[src/rtl/random_generator.sv]
`timescale 1ns/1ps
// random_generator: free-running 8-bit maximal-length Fibonacci LFSR
// (x^8 + x^6 + x^5 + x^4 + 1, period 255), one step per rising clock edge.
// Ports:
//   clock        - system clock, state advances on the rising edge
//   nreset       - asynchronous active-low reset, loads SEED
//   rng_out      - full 8-bit LFSR state, straight from the state register
//   rng_out_3bit - low three bits of the same register
module random_generator #(
   parameter logic [7:0] SEED = 8'h01
) (
   input  logic       clock,
   input  logic       nreset,
   output logic [7:0] rng_out,
   output logic [2:0] rng_out_3bit
);

   localparam int unsigned W = 8;

   logic [W-1:0] state;
   logic [W-1:0] state_next;
   logic         fb;

   // Next-state: shift left with tap feedback; an all-zero state (SEED of 0
   // or corruption) is forced to 1 so the LFSR can never lock up.
   always_comb begin
      fb         = state[7] ^ state[5] ^ state[4] ^ state[3];
      state_next = {state[W-2:0], fb};
      if (state == '0) begin
         state_next = W'(1);
      end
   end

   // State register.
   always_ff @(posedge clock or negedge nreset) begin
      if (!nreset) begin
         state <= SEED;
      end else begin
         state <= state_next;
      end
   end

   assign rng_out      = state;
   assign rng_out_3bit = state[2:0];

endmodule

[config.mk]
export PLATFORM = sky130hd
export DESIGN_NAME = random_generator
export DESIGN_NICKNAME = d
export VERILOG_FILES = /design/src/rtl/random_generator.sv
export SDC_FILE = /design/constraint.sdc
export NUM_CORES = 1
export LEC_CHECK = 0
export CAP_MARGIN = 20
export CELL_PAD_IN_SITES_DETAIL_PLACEMENT = 1
export CELL_PAD_IN_SITES_GLOBAL_PLACEMENT = 1
export CORE_AREA = 2 2 39 41
export CTS_BUF_LIST = sky130_fd_sc_hd__clkbuf_16
export DETAILED_ROUTE_END_ITERATION = 10
export DIE_AREA = 0 0 41 43
export GPL_TIMING_DRIVEN = 0
export PLACE_DENSITY_LB_ADDON = 0.1
export SLEW_MARGIN = 15
export SYNTH_ARGS = -nofsm -noshare
export SYNTH_HDL_FRONTEND = slang
export SYNTH_SLANG_ARGS = --single-unit
[constraint.sdc]
create_clock -name clock -period 1 [get_ports clock]
set_input_delay 0.2 -clock clock [delete_from_list [all_inputs] [get_ports clock]]
set_output_delay 0.2 -clock clock [all_outputs]
set_load 0.02 [all_outputs]
[Word level (Yosys, flattened, before mapping)]
Cells that the tools add are included.
Storage, ports and cells
  register bits after elaboration: 8
  input port bits: 2
  output and inout port bits: 11
  word-level logic and storage cells: 6
Operators by class
  multiplexer cells: 1
  bitwise gates (word level): 3
  reductions and logical operators: 1
Operators by type and width (count)
  $logic_not 8->1: 1
  $mux 8: 1
  $xor 1x1->1: 3

[Depth between registers and ports, before layout]
  depth in word-level cells: 4
  mapped depth: 3

[Worst setup path after synthesis]
OpenSTA, ideal clock, no wires.
  path kind: reg2reg
  start point: register state[6] (netlist: rng_out[6])
  end point: register state[0] (netlist: rng_out[0])
  arrival: 973 ps
  setup slack: -55 ps
  cell stages (with the launch flop): 4
  cells stage by stage: dfrtp_1 nor4_1 o31ai_1 a22oi_1
Between the ends
  longest elaborated chain between the ends: 2
Ends and longest elaborated chain
  from (decl): RTL line 20  | logic [W-1:0] state;
  from (signal assigned): RTL line 39  | state <= state_next;
  $logic_not 8->1: RTL line 29  | if (state == '0) begin
  $mux 8: RTL line 29
  named net state_next[0]: RTL line 21  | logic [W-1:0] state_next;
The timed path passes the listed nets, and every way through them passes these cells.

[Final worst setup path]
  start point: register state[0] (netlist: rng_out[0])
  end point: output port rng_out_3bit[0]
RTL lines
  to (decl): RTL line 15  | output logic [2:0] rng_out_3bit
No word-level cell between the ends.

==> load_flow_metrics.sql <==
INSERT INTO impl_metrics (metric_group, metric, value, unit) VALUES
('logic_synthesis', 'ys.warnings.count', '0', ''),
('die', 'core_region_area', '0.00138', 'mm²'),
('global_route', 'grt_start_max_net_pins', '9', ''),
('sta', 'final_setup_vio_count', '8', ''),
('sta', 'finalWorstSetupSlack', '-0.161', 'ns'),
('pwr', 'power-per-cell-area', '1620', 'mW/mm²'),
('outcome', 'outcome', 'finished with violations', ''),
('clocking', 'cts_htree_levels', '1', ''),
('route', 'drt_pass1_iterations', '1', ''),
('pwr', 'worst_ir_drop_vdd', '0.947', 'mV'),
('logic_synthesis', 'yosys_register_bits', '8', ''),
('logic_synthesis', 'mappedNetlistNets', '27', ''),
('global_route', 'global_route.usage.total', '11.7', '%'),
('placed_design', 'place_worst_setup_slack', '-0.432', 'ns'),
('logic_synthesis', 'netlist-cell-type-count', '10', ''),
('cells_and_area', 'area_occupied_by_multi_input_gates', '87.6', 'µm²'),
('global_route', 'grt_antenna_before_repair', '0', ''),
('critical_path', 'cp_launch_type', 'flop', ''),
('clocking', 'clock-root-buffer', 'sky130_fd_sc_hd__clkbuf_16', ''),
('die', 'floorplan.die.height', '43', 'µm'),
('placed_design', 'dp.cells', '53', ''),
('critical_path', 'cp_data_required_time', '0.80', 'ns'),
('clocking', 'hold_buffers', '0', ''),
('die', 'initial_core_util', '22.2', '%'),
('cells_and_area', 'relative_area_change_from_synthesis_to_final_layout', '103', '%'),
('logic_synthesis', 'syn_area', '307', 'µm²'),
('sta', 'final.setup_skew', '0.00228', 'ns'),
('sta', 'finalWorstPathRequiredPeriod', '1.16', 'ns'),
('global_route', 'global_route_wire_length_before_repair', '1280', 'µm'),
('route', 'drt_iter0_markers', '0', ''),
('logic_synthesis', 'postSynthCellCount', '25', ''),
('cells_and_area', 'drive_gt1_share', '65.3', '%'),
('critical_path', 'critical_register_to_register_path_startpoint', 'rng_out[0]$_DFF_PN1_', ''),
('sta', 'worst_hold_slack_across_all_endpoints', '0.246', 'ns'),
('flow_run', 'drv_cap', '0', ''),
('cells_and_area', 'final_nets', '52', ''),
('cells_and_area', 'layout.cells.non_filler', '65', ''),
('sta', 'setup-tns-final', '-0.792', 'ns'),
('placed_design', 'globalplace.congestion', '0.719', ''),
('sta', 'layout_worst_path_cycle_share', '116', '%'),
('route', 'detail_route.wl_per_cell', '11.8', 'µm'),
('clocking', 'cts_max_path_buffers', '2', ''),
('clocking', 'cts.clk_slew.worst_paths', '0.04', 'ns'),
('cells_and_area', 'postLayoutCellArea', '623', 'µm²'),
('critical_path', 'worstRegToRegCells', '4', ''),
('placed_design', 'io_buf_count', '12', ''),
('route', 'routed-via-count', '266', ''),
('clocking', 'clk-insertion-delay-late', '0.23', 'ns'),
('clocking', 'clock_sinks', '8', ''),
('clocking', 'tritoncts', 'built', ''),
('critical_path', 'worst_reg_to_reg_setup_slack', '-0.14', 'ns'),
('placed_design', 'cell_area_placed', '449', 'µm²'),
('die', 'fp.dieW', '41', 'µm'),
('critical_path', 'critical_path.max_fanout', '3', ''),
('cells_and_area', 'antenna_cells_inserted', '0', ''),
('route', 'wl', '769', 'µm'),
('outcome', 'violations_in_the_final_reports', 'setup timing', ''),
('cells_and_area', 'flip_flop_and_latch_area', '205', 'µm²'),
('sta', 'timing_max_transition_violations_final', '0', ''),
('cells_and_area', 'largest_reg_flops', '8', ''),
('global_route', 'overflow', '0', ''),
('critical_path', 'critPathCaptureType', 'output port', ''),
('cells_and_area', 'utilization', '45.0', '%'),
('sta', 'worstMarginPinSlew', '0.354', 'ns'),
('pwr', 'leakagePower', '0.291', 'nW'),
('sta', 'timing.max_slew.rel_slack', '76.3', '%'),
('cells_and_area', 'fillerInstances', '152', ''),
('sta', 'fmaxAchievable', '862', 'MHz'),
('sta', 'hold_violations', '0', ''),
('route', 'routed_via_density', '4.09', ''),
('route', 'drcViolationCount', '0', '');
[report_power, final]
| part | switching, mW | internal (mW) |
|---|---|---|
| registers | 0 | 0.326 |
| logic | 0.00587 | 0.00346 |
| clock network | 0.155 | 0.520 |
| total | 0.161 | 0.849 |
[layout make-up]
type / count / share of cell area (%)
clock buffers: 3 / 12.0
flip-flops and latches: 8 / 32.9
repair buffers: 20 / 27.5
plain buffers: 10 / 9.64
multi-input cells: 7 / 14.1
clock inverters: 1 / 0.602
well taps: 16 / 3.21
[how the worst max path moves through the flow]
stage / slack, ns / to / from
2_1_floorplan: -0.04 / rng_out[0]$_DFF_PN1_ / rng_out[0]$_DFF_PN1_
3_5_place_dp: -0.43 / rng_out_3bit[0] / rng_out[0]$_DFF_PN1_
3_3_place_gp: -0.42 / rng_out_3bit[0] / rng_out[0]$_DFF_PN1_
5_1_grt: -0.22 / rng_out[0]$_DFF_PN1_ / rng_out[0]$_DFF_PN1_
4_1_cts: -0.17 / rng_out_3bit[0] / rng_out[0]$_DFF_PN1_
6_report: -0.16 / rng_out_3bit[0] / rng_out[0]$_DFF_PN1_
[cell families after synthesis]
| kind of cell | after synthesis | synth area share [%] |
|---|---|---|
| AO/OA/AOI/OAI | 4 | 8.17 |
| XOR/XNOR | 2 | 8.17 |
| buffers and inverters | 10 | 15.9 |
| flip-flops | 8 | 65.7 |
| AND/OR/NAND/NOR | 1 | 2.04 |
[critical path, stage by stage (launching register included)]
cell and delay [ns]:
sky130_fd_sc_hd__dfstp_2 0.54, sky130_fd_sc_hd__buf_6 0.09, sky130_fd_sc_hd__buf_6 0.10
[synthesized netlist by cell type, drive strengths merged]
master	n	share of area (%)
clkbuf	7	8.6
o31ai	1	2.4
a21oi	2	3.3
a22oi	1	2.4
buf	3	7.3
dfrtp	7	57
nor4	1	2.0
xnor2	2	8.2
dfstp	1	8.6
[metal layers]
layer | share of wire (%) | GRT usage [%] | wire length, µm
met1 | 37 | 11.6 | 288
met2 | 55 | 18.4 | 426
met3 | 4.8 | 3.14 | 37
met4 | 2.1 | 10.0 | 16
met5 | 0 | 0 | 0
[cell usage in the layout, fill, tap and decap left out]
master	n
sky130_fd_sc_hd__a21oi_1	2
sky130_fd_sc_hd__nor4_4	1
sky130_fd_sc_hd__a22oi_1	1
sky130_fd_sc_hd__inv_1	1
sky130_fd_sc_hd__clkbuf_16	3
sky130_fd_sc_hd__buf_4	9
sky130_fd_sc_hd__dfrtp_2	3
sky130_fd_sc_hd__xnor2_4	1
sky130_fd_sc_hd__clkdlybuf4s50_1	1
sky130_fd_sc_hd__xnor2_1	1
sky130_fd_sc_hd__o31ai_2	1
sky130_fd_sc_hd__buf_6	10
sky130_fd_sc_hd__clkbuf_1	7
sky130_fd_sc_hd__dfrtp_1	4
sky130_fd_sc_hd__dfstp_2	1
sky130_fd_sc_hd__buf_2	3
[what timing repair did]
item,CTS,global route
endpoints found under the setup margin,12,10
resized for setup,63,4
pin swaps,0,0
buffers inserted,7,1
No activity file was read; power rests on OpenSTA's default activity.
